[config.mk]
export PLATFORM = sky130hd
export DESIGN_NAME = ext_irq_ctrl
export DESIGN_NICKNAME = d
export VERILOG_FILES = /design/src/rtl/ext_irq_ctrl_pkg.sv /design/src/rtl/irq_prio_enc.sv /design/src/rtl/ext_irq_ctrl.sv
export SDC_FILE = /design/constraint.sdc
export NUM_CORES = 1
export LEC_CHECK = 0
export ABC_AREA = 1
export ABC_CLOCK_PERIOD_IN_PS = 1500
export BUFFER_PORTS_ARGS = -buffer_cell sky130_fd_sc_hd__clkbuf_2
export CAP_MARGIN = 20
export CORE_MARGIN = 5
export CORE_UTILIZATION = 46
export CTS_CLUSTER_SIZE = 8
export DETAILED_ROUTE_END_ITERATION = 7
export GPL_ROUTABILITY_DRIVEN = 0
export GPL_TIMING_DRIVEN = 1
export PLACE_DENSITY = 0.81
export SETUP_SLACK_MARGIN = 0.4
export SYNTH_ARGS = -nofsm -noshare
export SYNTH_HDL_FRONTEND = slang
export SYNTH_SLANG_ARGS = --single-unit
[constraint.sdc]
create_clock -name clk -period 1.5 [get_ports clk]
set_input_delay 0.15 -clock clk [delete_from_list [all_inputs] [get_ports clk]]
set_output_delay 0.15 -clock clk [all_outputs]
set_load 0.02 [all_outputs]
[src/rtl/ext_irq_ctrl_pkg.sv]
// Shared constants for the external interrupt controller: register map,
// FSM state encoding and default sizing.
package ext_irq_ctrl_pkg;

  localparam int NSRC_DEF = 8;
  localparam int IDW_DEF  = 5;

  localparam logic [2:0] REG_PENDING  = 3'd0;
  localparam logic [2:0] REG_ENABLE   = 3'd1;
  localparam logic [2:0] REG_CLAIM    = 3'd2;
  localparam logic [2:0] REG_COMPLETE = 3'd3;
  localparam logic [2:0] REG_FORCE    = 3'd4;

  typedef enum logic [1:0] {
    ST_IDLE  = 2'd0,
    ST_ARMED = 2'd1,
    ST_BUSY  = 2'd2
  } irq_state_e;

endpackage

[src/rtl/irq_prio_enc.sv]
// Lowest-index-wins priority encoder; source i reports ID i+1, ID 0 = none.
module irq_prio_enc #(
  parameter int NSRC = 8,
  parameter int IDW  = 5
) (
  input  logic [NSRC-1:0] mask_i,
  output logic            vld_o,
  output logic [IDW-1:0]  id_o
);

  // Walk downward so the lowest set index is the last to write id_o.
  always_comb begin
    id_o = '0;
    for (int i = NSRC - 1; i >= 0; i--) begin
      if (mask_i[i]) id_o = IDW'(i + 1);
    end
    vld_o = |mask_i;
  end

endmodule

[src/rtl/ext_irq_ctrl.sv]
// External interrupt controller: latches irq pulses as pending, raises eip,
// hands out a claim on reply and waits for software to complete it.
module ext_irq_ctrl
  import ext_irq_ctrl_pkg::*;
#(
  parameter int NSRC = NSRC_DEF,
  parameter int IDW  = IDW_DEF
) (
  input  logic            clk,
  input  logic            rst,
  input  logic [NSRC-1:0] irq,
  input  logic [2:0]      a,
  input  logic [31:0]     d,
  input  logic            we,
  output logic [31:0]     spo,
  output logic            eip,
  input  logic            eip_reply
);

  irq_state_e      state_q, state_d;
  logic [NSRC-1:0] pend_q, pend_d;
  logic [NSRC-1:0] en_q, en_d;
  logic [IDW-1:0]  claim_q, claim_d;
  logic            eip_q, eip_d;

  logic [NSRC-1:0] force_bits, clr_bits;
  logic            wr_cmp;
  logic            win_vld;
  logic [IDW-1:0]  win_id;

  // Upper data bits are don't-care for the narrower registers.
  logic unused_d;
  assign unused_d = ^d;

  irq_prio_enc #(.NSRC(NSRC), .IDW(IDW)) u_prio (
    .mask_i (pend_q & en_q),
    .vld_o  (win_vld),
    .id_o   (win_id)
  );

  always_comb begin
    force_bits = (we && a == REG_FORCE) ? d[NSRC-1:0] : '0;
    wr_cmp     = we && a == REG_COMPLETE;
    en_d       = (we && a == REG_ENABLE) ? d[NSRC-1:0] : en_q;
  end

  always_comb begin
    state_d  = state_q;
    eip_d    = eip_q;
    claim_d  = claim_q;
    clr_bits = '0;
    case (state_q)
      ST_IDLE: begin
        if (win_vld) begin
          state_d = ST_ARMED;
          eip_d   = 1'b1;
        end
      end
      ST_ARMED: begin
        if (eip_reply) begin
          eip_d = 1'b0;
          if (win_vld) begin
            claim_d = win_id;
            state_d = ST_BUSY;
            for (int i = 0; i < NSRC; i++) begin
              if (win_id == IDW'(i + 1)) clr_bits[i] = 1'b1;
            end
          end else begin
            claim_d = '0;
            state_d = ST_IDLE;
          end
        end
      end
      ST_BUSY: begin
        if (wr_cmp && d[IDW-1:0] == claim_q) begin
          claim_d = '0;
          state_d = ST_IDLE;
        end
      end
      default: begin
        state_d = ST_IDLE;
        eip_d   = 1'b0;
        claim_d = '0;
      end
    endcase
    // A fresh pulse on the bit being claimed survives the clear.
    pend_d = (pend_q & ~clr_bits) | irq | force_bits;
  end

  always_ff @(posedge clk or negedge rst) begin
    if (!rst) begin
      state_q <= ST_IDLE;
      pend_q  <= '0;
      en_q    <= '0;
      claim_q <= '0;
      eip_q   <= 1'b0;
    end else begin
      state_q <= state_d;
      pend_q  <= pend_d;
      en_q    <= en_d;
      claim_q <= claim_d;
      eip_q   <= eip_d;
    end
  end

  assign eip = eip_q;

  always_comb begin
    spo = '0;
    case (a)
      REG_PENDING: spo[NSRC-1:0] = pend_q;
      REG_ENABLE:  spo[NSRC-1:0] = en_q;
      REG_CLAIM:   spo[IDW-1:0]  = claim_q;
      default:     spo = '0;
    endcase
  end

endmodule

==> results by group, run 1 <==
CTS
  – CTS clk-pin slew, worst paths: 140 ps
  – CTS H-tree lvls: 1
  – CTS Root Cell: clkbuf_4
  – Number of buffers created by CTS: 3
  – CTS Sinks: 23
  – Clock Latency Late Sink: 320 ps
  – CTS max path bufs: 2
  – CTS tree: done

STA
  – Slew headroom: 0.613
  – Worst Skew: 1.78 ps
  – Hold Violations, Final: 0
  – RSZ-0062 raised after global routing: yes
  – Setup violations, final: 0
  – Pins over their slew limit: 0
  – Tmin final: 1410 ps
  – Final period util: 0.938
  – Slew @ Worst Pin: 580 ps
  – Fmax achieved: 711 MHz

Placement
  – Placed insts: 296
  – DP Area: 1770 µm²
  – PortBufs: 31
  – Hpwl dp: 2900 µm

Logic synthesis
  – Most frequent cells after synthesis: nand2_1, buf_4, inv_1
  – Area contributors post-synth: dfrtp_1, nand2_1, buf_4
  – Most area-hungry cell type in the Yosys netlist: dfrtp_1
  – Post-synth EDFFs: 0
  – Syn Area/Cell: 7.32 µm²
  – Synth top area share: 0.362
  – Most common cell in the netlist: nand2_1
  – Synth Cell Area: 1590 µm²
  – #FFs+latches synth: 23
  – Netlist cell types: 23
  – Ys flop type: dfrtp_1
  – Ys async rst share: 1.00
  – Warnings from Yosys: 0
  – Post-synthesis sequential area ratio: 0.362
  – Mapped Cells: 217

Global routing
  – Vias in the first global route: 1515
  – All-Layer GR Usage: 0.188
  – Largest net degree at the start of global routing: 24
  – First-pass GRT wire length: 6670 µm
  – Initial antenna violation count: 0
  – GRT overflow: 0

Hold path
  – Worst min-delay path category: input pin to flop
  – Hold path depth: 2

Detailed routing
  – Residual DRC: 0
  – DR vias: 1591
  – Routed WL: 4270 µm
  – DR pass1 iterations: 4
  – Wire length per cell: 13.1 µm
  – Iteration-0 DRC count of the detailed router: 81
  – Final ANT Viol Nets: 0
  – Via density: 4.88

Worst setup path
  – Slowest-stage cell, CP: dfrtp_1
  – Crit-path most repeated cell: nand2_2
  – CP startpoint kind: flop
  – Reg2reg path depth: 8
  – Crit path DAT: 1630 ps
  – Crit. End Element: flop
  – Bufs and invs on worst path: 1
  – CP required: 1730 ps
  – Worst-path cell chain: nand2_2 > nand2_2 > nor2_4 > nand4_1 > inv_1 > nand2_1 > nand2_2 > nand3_2
  – CP Depth: 8
  – Crit-path max FO: 4
  – Critical path class: flop to flop
  – CP top delay family: simple AND/OR/NAND/NOR gates
  – Worst path max stage delay: 430 ps

Final layout
  – Final nets: 328
  – Ant diodes: 0
  – Layout area overhead: 41.9%
  – Multi-input gate area: 997 µm²
  – Storage element area: 576 µm²
  – Layout cells sized above 1: 0.446
  – Layout Utilization: 0.675
  – Final non-filler cell total: 326
  – Layout fillers: 278
  – Cell area after layout: 2250 µm²

Die
  – Std-Cell Rows: 21
  – Ports: 80
  – Core area: 3340 µm²
  – Starting density of the core: 0.476
  – Die Ht: 68.8 µm
  – DIE AREA: 4730 µm²
  – Die Width: 68.8 µm

Power
  – Pwr Total: 2.57 mW
  – Max VDD drop: 0.493 mV
  – PD cells: 1140 nW/µm²
  – Leak pwr: 1.20 nW

Flow run
  – Max Cap Violations: 0

Status
  – Status: finished clean
[final timing paths]
| check | endpoint | from | slack (ps) |
|---|---|---|---|
| worst max-delay path | pend_q[6] | en_q[1] | 90 |
| min in group asynchronous | en_q[5] | rst | 350 |
| worst min-delay path | pend_q[7] | irq[7] | 10 |
| max in group asynchronous | en_q[2] | rst | 780 |
| worst max register to register | pend_q[6] | en_q[1] | 90 |
| worst min register to register | eip | eip | 500 |
[registers in the layout, summed over array words and instances, names as in the netlist]
register	cells
claim_q	4
eip	1
en_q	8
pend_q	8
state_q	2
[placed cells by master, fill, tap and decap left out, types with 2 or more instances in the layout]
| master | count |
|---|---|
| nand4_1 | 2 |
| clkbuf_4 | 4 |
| nand3_4 | 2 |
| conb_1 | 24 |
| inv_2 | 3 |
| o21bai_1 | 4 |
| nand2_4 | 3 |
| a21oi_2 | 2 |
| o21ai_1 | 11 |
| nor2_4 | 2 |
| a22o_1 | 4 |
| xor2_1 | 2 |
| inv_1 | 20 |
| nand2_1 | 46 |
| nor2_1 | 7 |
| buf_6 | 11 |
| clkbuf_8 | 4 |
| nand3_1 | 8 |
| nand2_2 | 25 |
| o21ai_2 | 6 |
| buf_8 | 4 |
| nand3_2 | 7 |
| nor2_2 | 5 |
| clkbuf_2 | 21 |
| buf_4 | 18 |
| dfrtp_1 | 23 |
| mux2_4 | 3 |
[area by class of cell]
cell class,instances,area share
multi-input cells,168,0.443
flip-flops and latches,23,0.255
repair buffers,61,0.223
inverters,24,0.0416
well taps,46,0.0255
clock buffers,3,0.00999
clock inverters,1,0.00222
[worst reg2reg max path, stage by stage, from the launching register on]
cell,delay [ps]
dfrtp_1,430
nand2_2,100
nand2_2,80
nor2_4,120
nand4_1,220
inv_1,150
nand2_1,70
nand2_2,70
nand3_2,60
[power breakdown]
group          internal, mW  total, mW  switching (mW)
logic                 0.616       1.40           0.787
clock network         0.100      0.304           0.204
registers             0.748      0.860           0.112
total                  1.46       2.57            1.10
[timing repair]
action | CTS | global route
pin swaps | 28 | 30
gates resized for setup | 46 | 35
setup endpoints to repair | 22 | 23
buffers inserted | 17 | 8
hold endpoints to repair | 23 | 0
hold buffers | 1 | 0
[routing by layer]
| layer | vias up | track usage | part of all wire |
|---|---|---|---|
| met3 | 7 | 0.0194 | 0.081 |
| met5 | - | 0 | 0 |
| li1 | 772 | - | - |
| met2 | 71 | 0.341 | 0.52 |
| met4 | 0 | 0.0681 | 0.015 |
| met1 | 741 | 0.229 | 0.39 |
[through the flow]
step           hold WS [ps]  setup TNS [ps]  setup slack [ps]
6_report               10.9               0              93.0
5_1_grt                22.9           -6.06             -6.06
4_1_cts                20.3               0               173
3_5_place_dp            173               0               112
3_3_place_gp            169               0               150
2_1_floorplan          -146               0               338
[logic make-up after synthesis]
kind of cell	share of synthesized area
AOI/OAI and AO/OA	0.121
and+or+nand+nor	0.296
DFF	0.362
other	0.00236
buffers and inverters	0.179
xor gates and xnor gates	0.0110
muxes	0.0284
Power figures use the tool's default switching activity.
==> run 2: changes to the inputs <==
--- a/config.mk
+++ b/config.mk
@@ -10,13 +10,14 @@
 export BUFFER_PORTS_ARGS = -buffer_cell sky130_fd_sc_hd__clkbuf_2
 export CAP_MARGIN = 20
 export CORE_MARGIN = 5
-export CORE_UTILIZATION = 46
+export CORE_UTILIZATION = 47
 export CTS_CLUSTER_SIZE = 8
 export DETAILED_ROUTE_END_ITERATION = 7
 export GPL_ROUTABILITY_DRIVEN = 0
 export GPL_TIMING_DRIVEN = 1
-export PLACE_DENSITY = 0.81
+export PLACE_DENSITY = 0.8
 export SETUP_SLACK_MARGIN = 0.4
 export SYNTH_ARGS = -nofsm -noshare
 export SYNTH_HDL_FRONTEND = slang
+export SYNTH_HIERARCHICAL = 1
 export SYNTH_SLANG_ARGS = --single-unit
==> run 2 against run 1 <==
Compared with the run above: the run now ends with negative setup slack left; global-route usage increased by 2.4 points; clock power increased by 99%; clock skew increased by 7.7 ps; via count increased by 29%; register-to-register slack got worse by 400 ps; synthesized cell count increased by 16%; first-iteration DRC count increased to 2.7 times the previous value; power increased by 44%; highest routed layer unchanged.
==> results by group, run 2 <==
Final layout
  – Storage element area: 601 µm² (was 576 µm²)
  – Most frequent cells in the layout: nand2_1, buf_6, buf_4, inv_1, conb_1 (was nand2_1, nand2_2, conb_1, dfrtp_1, clkbuf_2)
  – Layout area overhead: 61.2% (was 41.9%)
  – Ant diodes: 0 (unchanged)
  – Layout fillers: 232 (was 278)
  – Cell area after layout: 2880 µm² (was 2250 µm²)
  – Layout cells sized above 1: 0.529 (was 0.446)
  – Layout Utilization: 0.786 (was 0.675)
  – Top Registers: en_q (8), pend_q (8), claim_q (5) (was en_q (8), pend_q (8), claim_q (4))
  – Multi-input gate area: 1230 µm² (was 997 µm²)
  – Final nets: 388 (was 328)
  – Final non-filler cell total: 388 (was 326)
  – Commonest non-fill, non-tap cell in the layout: nand2_1 (unchanged)

Logic synthesis
  – Mapped Cells: 252 (was 217)
  – #FFs+latches synth: 24 (was 23)
  – Most area-hungry cell type in the Yosys netlist: dfrtp_1 (unchanged)
  – Warnings from Yosys: 6 (was 0)
  – Area contributors post-synth: dfrtp_1, nand2_1, buf_4 (unchanged)
  – Post-synth EDFFs: 0 (unchanged)
  – Syn Area/Cell: 7.09 µm² (was 7.32 µm²)
  – Most frequent cells after synthesis: nand2_1, inv_1, buf_4 (was nand2_1, buf_4, inv_1)
  – Netlist cell types: 27 (was 23)
  – Synth Cell Area: 1790 µm² (was 1590 µm²)
  – Ys async rst share: 1.00 (unchanged)
  – Ys flop type: dfrtp_1 (unchanged)
  – Synth top area share: 0.336 (was 0.362)
  – Most common cell in the netlist: nand2_1 (unchanged)
  – Post-synthesis sequential area ratio: 0.336 (was 0.362)

Placement
  – DP Area: 2110 µm² (was 1770 µm²)
  – Worst slack at placement: -188 ps (was 112 ps)
  – PortBufs: 31 (unchanged)
  – Placed insts: 356 (was 296)
  – Hpwl dp: 3340 µm (was 2900 µm)

Worst setup path
  – Worst-path cell chain: nand2_1 > inv_2 > inv_2 > nand2_2 > nand2_2 > nand2_1 > nand2_1 > nand2_1 > nand2_2 > inv_4 > nand3_4 > nor2_4 > nand4_1 > a21oi_1 > nand2_1 (was nand2_2 > nand2_2 > nor2_4 > nand4_1 > inv_1 > nand2_1 > nand2_2 > nand3_2)
  – Bufs and invs on worst path: 3 (was 1)
  – Critical path class: flop to flop (unchanged)
  – CP startpoint kind: flop (unchanged)
  – CP top delay family: simple AND/OR/NAND/NOR gates (unchanged)
  – Crit. End Element: flop (unchanged)
  – Crit path DAT: 1980 ps (was 1630 ps)
  – Worst path max stage delay: 370 ps (was 430 ps)
  – Crit-path max FO: 3 (was 4)
  – Crit-path most repeated cell: nand2_1 (was nand2_2)
  – Slowest-stage cell, CP: dfrtp_1 (unchanged)
  – CP required: 1670 ps (was 1730 ps)

Power
  – Max VDD drop: 1.21 mV (was 0.493 mV)
  – Pwr Total: 3.70 mW (was 2.57 mW)
  – Leak pwr: 1.47 nW (was 1.20 nW)
  – PD cells: 1290 nW/µm² (was 1140 nW/µm²)

CTS
  – Number of buffers created by CTS: 3 (unchanged)
  – CTS H-tree lvls: 1 (unchanged)
  – Clock Latency Late Sink: 290 ps (was 320 ps)
  – CTS Sinks: 24 (was 23)
  – CTS clk-pin slew, worst paths: 100 ps (was 140 ps)
  – CTS tree: done (unchanged)
  – CTS Root Cell: clkbuf_8 (was clkbuf_4)
  – CTS max path bufs: 2 (unchanged)

Die
  – Die Width: 71.6 µm (was 68.8 µm)
  – Core area: 3660 µm² (was 3340 µm²)
  – Die Ht: 71.6 µm (was 68.8 µm)
  – Starting density of the core: 0.488 (was 0.476)
  – DIE AREA: 5130 µm² (was 4730 µm²)
  – Std-Cell Rows: 22 (was 21)
  – Ports: 80 (unchanged)

STA
  – Pins over their slew limit: 0 (unchanged)
  – Final hold slack: 50.9 ps (was 10.9 ps)
  – Post-route setup TNS: -3250 ps (was 0 ps)
  – Tmin final: 1810 ps (was 1410 ps)
  – Final period util: 1.21 (was 0.938)
  – Setup violations, final: 16 (was 0)
  – Worst Skew: 9.52 ps (was 1.78 ps)
  – Slew headroom: 0.574 (was 0.613)
  – Fmax achieved: 552 MHz (was 711 MHz)
  – Setup ws final: -310 ps (was 93.0 ps)
  – Hold Violations, Final: 0 (unchanged)
  – Slew @ Worst Pin: 639 ps (was 580 ps)
  – RSZ-0062 raised after global routing: yes (unchanged)

Hold path
  – Worst min-delay path category: input pin to flop (unchanged)

Global routing
  – Initial antenna violation count: 0 (unchanged)
  – GRT overflow: 0 (unchanged)
  – All-Layer GR Usage: 0.212 (was 0.188)
  – Largest net degree at the start of global routing: 25 (was 24)
  – First-pass GRT wire length: 8500 µm (was 6670 µm)
  – Vias in the first global route: 1851 (was 1515)

Detailed routing
  – DR pass1 iterations: 4 (unchanged)
  – DR vias: 2057 (was 1591)
  – Wire length per cell: 17.6 µm (was 13.1 µm)
  – Routed WL: 6850 µm (was 4270 µm)
  – Final ANT Viol Nets: 0 (unchanged)
  – Via density: 5.30 (was 4.88)
  – Iteration-0 DRC count of the detailed router: 218 (was 81)
  – Residual DRC: 0 (unchanged)

Flow run
  – Max Cap Violations: 0 (unchanged)

Status
  – Status: finished with violations (was finished clean)
  – Failing checks: negative setup slack
==> run 2: timing repair <==
| item | in CTS | in global routing |
|---|---|---|
| pin swaps | 14 | 33 |
| resized for setup | 60 | 78 |
| endpoints found under the setup margin | 24 | 24 |
| endpoints found under the hold margin | 24 | 0 |
| setup buffers | 11 | 16 |
| hold buffers | 1 | 0 |
==> run 2: logic make-up (layout without fill, tap and decap cells) <==
group / Yosys count / in the layout / synth area share
buf+inv: 69 / 134 / 0.205
mux: 3 / 3 / 0.0252
simple gates: 129 / 129 / 0.340
flops: 24 / 24 / 0.336
other cells: 2 / 25 / 0.00421
compound gates: 25 / 25 / 0.0897
==> run 2: per-layer routing <==
| layer | vias to the layer above | share of wire | track usage |
|---|---|---|---|
| met5 | - | 0 | 0 |
| li1 | 917 | - | - |
| met1 | 1004 | 0.38 | 0.253 |
| met2 | 102 | 0.50 | 0.369 |
| met4 | 0 | 0.054 | 0.0919 |
| met3 | 34 | 0.067 | 0.0393 |
==> run 2: layout make-up <==
type,instances,share of cell area
multi-input combinational,182,0.428
timing repair buffer,87,0.259
sequential,24,0.209
inverter,43,0.0587
tap,48,0.0209
clock buffer,3,0.0143
clock inverter,1,0.0104
==> run 2: final timing paths <==
check	startpoint	to	slack, ps	cells after the start
setup / recovery	pend_q[5]	pend_q[7]	-310	15
hold reg to reg	eip	eip	530	2
max in group asynchronous	rst	pend_q[7]	680	2
setup reg to reg	pend_q[5]	pend_q[7]	-310	15
min in group asynchronous	rst	en_q[1]	400	2
hold / removal	irq[0]	pend_q[0]	50	2
==> run 2: report_power, final <==
part           switching, mW  internal [mW]  leakage, nW  total, mW
clock network          0.246          0.358       0.0357      0.605
logic                   1.21          0.962         1.16       2.18
registers              0.139          0.782        0.274      0.921
